$ cat src/rtl/rf_write_scheduler_pkg.sv
// Shared definitions for the register-file write scheduler.
// Holds data/address widths, fixed destination registers, requester indices,
// starvation limit, scheduler state encoding and the compare-flag helper.
package rf_write_scheduler_pkg;

    localparam int WORD_LEN = 32;
    localparam int ADDR_LEN = 4;
    localparam int IMM_LEN  = 12;

    localparam logic [ADDR_LEN-1:0] LO_REG   = 4'd13;
    localparam logic [ADDR_LEN-1:0] HI_REG   = 4'd12;
    localparam logic [ADDR_LEN-1:0] FLAG_REG = 4'd9;

    // Requester indices; lower index means higher fixed priority.
    localparam int NUM_REQ = 4;
    localparam int REQ_MUL = 0;
    localparam int REQ_WB  = 1;
    localparam int REQ_MOV = 2;
    localparam int REQ_CMP = 3;

    localparam int                WAIT_W     = 3;
    localparam logic [WAIT_W-1:0] STARVE_LIM = 3'd4;

    localparam logic [WORD_LEN-1:0] MASK_ALL  = {WORD_LEN{1'b1}};
    localparam logic [WORD_LEN-1:0] MASK_FLAG = 32'h0000_0003;

    typedef enum logic {
        ST_ISSUE  = 1'b0,
        ST_MUL_HI = 1'b1
    } sched_state_t;

    // Flag word: bit0 = Z (result is zero), bit1 = N (result negative).
    function automatic logic [WORD_LEN-1:0] cmp_flags(input logic [WORD_LEN-1:0] result);
        logic [WORD_LEN-1:0] f;
        f    = '0;
        f[0] = (result == '0);
        f[1] = result[WORD_LEN-1];
        return f;
    endfunction

endpackage

$ cat src/rtl/rf_prio_arbiter.sv
// 4-way fixed-priority arbiter with starvation override.
// Ports: clk, rst (sync, active-high), i_valid (request vector), i_en (arbitration
// allowed), o_grant (one-hot, combinational). Keeps one saturating wait counter per requester.
module rf_prio_arbiter
    import rf_write_scheduler_pkg::*;
(
    input  logic               clk,
    input  logic               rst,
    input  logic [NUM_REQ-1:0] i_valid,
    input  logic               i_en,
    output logic [NUM_REQ-1:0] o_grant
);

    logic [WAIT_W-1:0]  r_wait [NUM_REQ];
    logic [NUM_REQ-1:0] w_starved;
    logic [NUM_REQ-1:0] w_pool;
    logic [NUM_REQ-1:0] w_pick;

    always_comb begin
        for (int i = 0; i < NUM_REQ; i++) begin
            w_starved[i] = i_valid[i] && (r_wait[i] == STARVE_LIM);
        end
        // Starved requesters form the candidate pool if there are any; the
        // same fixed order then breaks ties among them.
        w_pool  = (|w_starved) ? w_starved : i_valid;
        // Isolate lowest set bit = highest-priority candidate.
        w_pick  = w_pool & (~w_pool + NUM_REQ'(1));
        o_grant = i_en ? w_pick : '0;
    end

    always_ff @(posedge clk) begin
        if (rst) begin
            for (int i = 0; i < NUM_REQ; i++) begin
                r_wait[i] <= '0;
            end
        end else begin
            for (int i = 0; i < NUM_REQ; i++) begin
                if (!i_valid[i] || o_grant[i]) begin
                    r_wait[i] <= '0;
                end else if (r_wait[i] != STARVE_LIM) begin
                    r_wait[i] <= r_wait[i] + WAIT_W'(1);
                end
            end
        end
    end

endmodule

$ cat src/rtl/rf_write_scheduler.sv
// Single-write-port scheduler serialising WB, MUL (two beats), MOV and CMP into the register file.
// Ports: four valid/ready requesters in, one registered write (rf_we/addr/wdata/wmask) out,
// stall out. Write latency one cycle; readys are combinational, all low in MUL_HI and reset.
module rf_write_scheduler
    import rf_write_scheduler_pkg::*;
(
    input  logic                clk,
    input  logic                rst,
    input  logic                wb_valid,
    input  logic [ADDR_LEN-1:0] wb_dest,
    input  logic [WORD_LEN-1:0] wb_data,
    output logic                wb_ready,
    input  logic                mul_valid,
    input  logic [WORD_LEN-1:0] mul_lo,
    input  logic [WORD_LEN-1:0] mul_hi,
    output logic                mul_ready,
    input  logic                mov_valid,
    input  logic [ADDR_LEN-1:0] mov_dest,
    input  logic [IMM_LEN-1:0]  mov_imm,
    output logic                mov_ready,
    input  logic                cmp_valid,
    input  logic [WORD_LEN-1:0] cmp_result,
    output logic                cmp_ready,
    output logic                rf_we,
    output logic [ADDR_LEN-1:0] rf_addr,
    output logic [WORD_LEN-1:0] rf_wdata,
    output logic [WORD_LEN-1:0] rf_wmask,
    output logic                stall
);

    sched_state_t        r_state;
    logic [WORD_LEN-1:0] r_hold;
    logic                r_we;
    logic [ADDR_LEN-1:0] r_addr;
    logic [WORD_LEN-1:0] r_wdata;
    logic [WORD_LEN-1:0] r_wmask;

    logic [NUM_REQ-1:0]  w_valid;
    logic [NUM_REQ-1:0]  w_grant;
    logic                w_en;

    always_comb begin
        w_valid          = '0;
        w_valid[REQ_MUL] = mul_valid;
        w_valid[REQ_WB]  = wb_valid;
        w_valid[REQ_MOV] = mov_valid;
        w_valid[REQ_CMP] = cmp_valid;
        // Gating with rst keeps every ready low while reset is held.
        w_en             = (r_state == ST_ISSUE) && !rst;
    end

    rf_prio_arbiter u_arb (
        .clk     (clk),
        .rst     (rst),
        .i_valid (w_valid),
        .i_en    (w_en),
        .o_grant (w_grant)
    );

    assign mul_ready = w_grant[REQ_MUL];
    assign wb_ready  = w_grant[REQ_WB];
    assign mov_ready = w_grant[REQ_MOV];
    assign cmp_ready = w_grant[REQ_CMP];
    assign stall     = |(w_valid & ~w_grant);

    always_ff @(posedge clk) begin
        if (rst) begin
            r_state <= ST_ISSUE;
            r_hold  <= '0;
            r_we    <= 1'b0;
            r_addr  <= '0;
            r_wdata <= '0;
            r_wmask <= '0;
        end else begin
            case (r_state)
                ST_MUL_HI: begin
                    r_we    <= 1'b1;
                    r_addr  <= HI_REG;
                    r_wdata <= r_hold;
                    r_wmask <= MASK_ALL;
                    r_state <= ST_ISSUE;
                end
                default: begin
                    if (w_grant[REQ_MUL]) begin
                        r_we    <= 1'b1;
                        r_addr  <= LO_REG;
                        r_wdata <= mul_lo;
                        r_wmask <= MASK_ALL;
                        r_hold  <= mul_hi;
                        r_state <= ST_MUL_HI;
                    end else if (w_grant[REQ_WB]) begin
                        // Writes to r0 complete the handshake but are suppressed.
                        r_we    <= (wb_dest != '0);
                        r_addr  <= wb_dest;
                        r_wdata <= wb_data;
                        r_wmask <= MASK_ALL;
                    end else if (w_grant[REQ_MOV]) begin
                        r_we    <= (mov_dest != '0);
                        r_addr  <= mov_dest;
                        r_wdata <= {{(WORD_LEN-IMM_LEN){1'b0}}, mov_imm};
                        r_wmask <= MASK_ALL;
                    end else if (w_grant[REQ_CMP]) begin
                        r_we    <= 1'b1;
                        r_addr  <= FLAG_REG;
                        r_wdata <= cmp_flags(cmp_result);
                        r_wmask <= MASK_FLAG;
                    end else begin
                        // No transfer: drop enable, keep address/data/mask.
                        r_we    <= 1'b0;
                    end
                end
            endcase
        end
    end

    assign rf_we    = r_we;
    assign rf_addr  = r_addr;
    assign rf_wdata = r_wdata;
    assign rf_wmask = r_wmask;

endmodule

$ cat config.mk
export PLATFORM = sky130hd
export DESIGN_NAME = rf_write_scheduler
export DESIGN_NICKNAME = d
export VERILOG_FILES = /design/src/rtl/rf_write_scheduler_pkg.sv /design/src/rtl/rf_prio_arbiter.sv /design/src/rtl/rf_write_scheduler.sv
export SDC_FILE = /design/constraint.sdc
export NUM_CORES = 1
export LEC_CHECK = 0
export ABC_AREA = 1
export CORE_MARGIN = 5
export CORE_UTILIZATION = 40
export CTS_CLUSTER_SIZE = 14
export DETAILED_ROUTE_END_ITERATION = 12
export PLACE_DENSITY = 0.86
export SETUP_SLACK_MARGIN = 0.15
export SLEW_MARGIN = 20
export SYNTH_ARGS = -nofsm -noshare
export SYNTH_HDL_FRONTEND = slang
export SYNTH_HIERARCHICAL = 1
export SYNTH_SLANG_ARGS = --single-unit
export TNS_END_PERCENT = 50
$ cat constraint.sdc
create_clock -name clk -period 2.7 [get_ports clk]
set_input_delay 0.27 -clock clk [delete_from_list [all_inputs] [get_ports clk]]
set_output_delay 0.27 -clock clk [all_outputs]
set_load 0.01 [all_outputs]
==> run_results.csv <==
group,metric,value,unit
worst_setup_path,cp.required,2430,ps
placement,gp_congestion,0.954,
pwr,power.leakage,0.00269,uW
pwr,swShare,28.2,%
grt,grt_max_degree,53,
job,drv_cap,0,
synthesis,yosys.area.top_type_share,33.4,%
floorplan,pin_count,228,
pwr,clockPowerShare,27.3,%
grt,antenna_found_initial,0,
cells_and_area,final_net_count,958,
sta,rsz0062_at_grt,"false",
cells_and_area,mostFrequentLayoutCells,"clkdlybuf4s50_1, nand2_1, nor2_1",
pwr,switchingPower,943,uW
synthesis,synth_seq_area_share,41.7,%
clocking,htree_num_levels,3,
sta,period_minus_slack,2490,ps
hold_path,hold_depth,2,
status,outcome,"complete, no violations",
sta,relSlewSlack,41.3,%
placement,port_buffers,227,
synthesis,synth_area_leader_cell,"dfxtp_1",
clocking,path_clk_slew,80,ps
grt,grt_usage,22.9,%
grt,grt_pass1_vias,4829,
cells_and_area,fillers,926,
routing,postRouteAntennaNets,0,
placement,placed_cells,917,
grt,grt_pass1_wl,23700,um
grt,grt_overflow,0,
routing,drt_pass1_iterations,5,
routing,postRouteWirelength,15500,um
worst_setup_path,critPathCaptureType,"output port",
synthesis,synth_nets,754,
routing,remaining_drc_errors,0,
clocking,clk_latency,350,ps
sta,tightest_slew,880,ps
synthesis,synth_seq_cells,84,
cells_and_area,final_cells,941,
synthesis,yosysUniqueCellTypes,30,
synthesis,synth.area.top_cells,"dfxtp_1, nand2_1, edfxtp_1, nor2_1, buf_4",
pwr,ir_drop,0.260,mV
sta,drv_slew,0,
sta,setup_violations,0,
sta,finClkSkew,6.68,ps
synthesis,synth-async-reset-ratio,0,%
pwr,power_frac_comb,29.4,%
synthesis,netlist_area,0.00432,mm2
floorplan,die_x,114,um
pwr,p_per_area,479,mW/mm2
sta,fin_setup_tns,0,ps
cells_and_area,final_common_cell,"clkdlybuf4s50_1",
clocking,cts_root_buffer,"clkbuf_8",
cells_and_area,antenna_cells,0,
sta,max_freq,0.401,GHz
clocking,cts_tree,"yes",
floorplan,die_height,114,um
hold_path,min_path_type,"register to register",
worst_setup_path,rr_worst_depth,18,
worst_setup_path,cp-start-kind,"register",
floorplan,core,0.0107,mm2
worst_setup_path,crit_type,"register to output port",
synthesis,synth_warnings,6,
placement,dp_hpwl,11700,um
routing,drt-wirelength-per-cell,16.4,um
floorplan,rows,38,
clocking,cts_sinks,84,
worst_setup_path,crit_fanout,3,
synthesis,syn-mean-instance-area,7.30,um2
worst_setup_path,critPathArrivalTime,2220,ps
cells_and_area,syn_to_final_growth,61.5,%
routing,routed_via_density,5.07,
routing,vias,4769,
synthesis,syn-instance-count,592,
clocking,hold_buffers,0,
pwr,intPower,2400,uW
sta,min_period_over_period,92.3,%
sta,hold_violations,0,
cells_and_area,drive_gt1_share,10.2,%
synthesis,synth_top_flop_cell,"dfxtp_1",
pwr,finalPower,3340,uW
floorplan,die_area,0.0130,mm2
routing,drt-initial-drc-count,255,
clocking,cts_buffers,9,
clocking,ctsLongestPathBuffers,2,
pwr,power_frac_seq,43.3,%
floorplan,initial_core_util,40.4,%
synthesis,synth_edf_count,12,
-- cell families (layout without fill, tap and decap cells) --
| kind of cell | Yosys count | after routing | share of synthesized area (%) |
|---|---|---|---|
| adders and majority gates | 8 | 8 | 2.32 |
| and+or+nand+nor | 261 | 261 | 25.4 |
| xor gates and xnor gates | 4 | 4 | 0.811 |
| DFF | 84 | 84 | 41.7 |
| buffers and inverters | 106 | 315 | 12.4 |
| AOI/OAI and AO/OA | 129 | 129 | 17.4 |
-- worst paths after layout --
| check | startpoint | endpoint | slack [ps] |
|---|---|---|---|
| hold / removal | r_hold[7] | r_hold[7] | 450 |
| setup reg to reg | u_arb/r_wait[1][0] | rf_wdata[24] | 330 |
| hold reg to reg | r_hold[7] | r_hold[7] | 450 |
| setup / recovery | u_arb/r_wait[1][0] | stall | 210 |
-- worst max-delay path: stages (launching register included) --
cell	delay (ps)
edfxtp_1	400
inv_2	70
ha_4	170
nand3_4	90
nand2_4	60
buf_4	130
o21ai_0	230
nand2_1	80
nor2_1	120
nand2_2	90
inv_2	60
inv_1	40
nand2_1	70
nand4_1	110
buf_2	160
-- cell usage after synthesis (all sizes together) (2+ instances only) --
cell	n
nand2	121
nor2	99
dfxtp	72
o21ai	60
inv	45
buf	40
a21oi	33
nand3	32
clkbuf	21
a41oi	20
edfxtp	12
a31oi	10
ha	8
nand4	6
xnor2	4
o211ai	2
-- metal layers --
layer  part of all wire, %  wire length, um  global-route usage (%)
met1                    38             5910                    26.2
met2                    49             7660                    40.4
met3                   8.7             1350                    5.73
met4                   3.6              555                    9.98
met5                     0                0                       0
-- power by group through the flow --
stage	sequential [uW]	clock, uW	combinational (uW)
2_1_floorplan	1480	0	409
3_3_place_gp	1470	0	915
3_5_place_dp	1470	0	929
4_1_cts	1450	935	932
5_1_grt	1460	991	1070
6_report	1450	913	984
-- through the flow --
stage / hold WS, ps / setup slack, ps / util (%) / cell area, um2
after detailed placement: 442 / 90.9 / 61.4 / 6570
after global placement: 438 / 116 / 61.4 / 6570
final: 450 / 208 / 65.2 / 6980
after floorplan: 405 / 489 / - / 4320
after CTS: 454 / 43.4 / 63.3 / 6770
after global routing: 478 / 88.6 / 65.2 / 6980
-- layout make-up --
| class | count | area [um2] | area share [%] |
|---|---|---|---|
| clock inverters | 4 | 47.5 | 0.682 |
| well taps | 140 | 175 | 2.51 |
| multi-input cells | 402 | 2100 | 30.2 |
| inverters | 45 | 171 | 2.46 |
| flip-flops and latches | 84 | 1800 | 25.8 |
| repair buffers | 254 | 2520 | 36.1 |
| clock buffers | 12 | 155 | 2.22 |
-- what timing repair did --
action,in CTS,in global routing
cloned,0,1
hold endpoints to repair,0,0
resized for setup,7,36
pin swaps,0,8
setup buffers,0,7
endpoints found under the setup margin,5,40
-- registers in the layout, summed over array words and instances (netlist names) --
signal        count
r_hold           32
r_state           1
rf_addr           4
rf_wdata         32
rf_we             1
rf_wmask          2
u_arb/r_wait     12
Note: power is estimated with default switching activity, not from simulation.
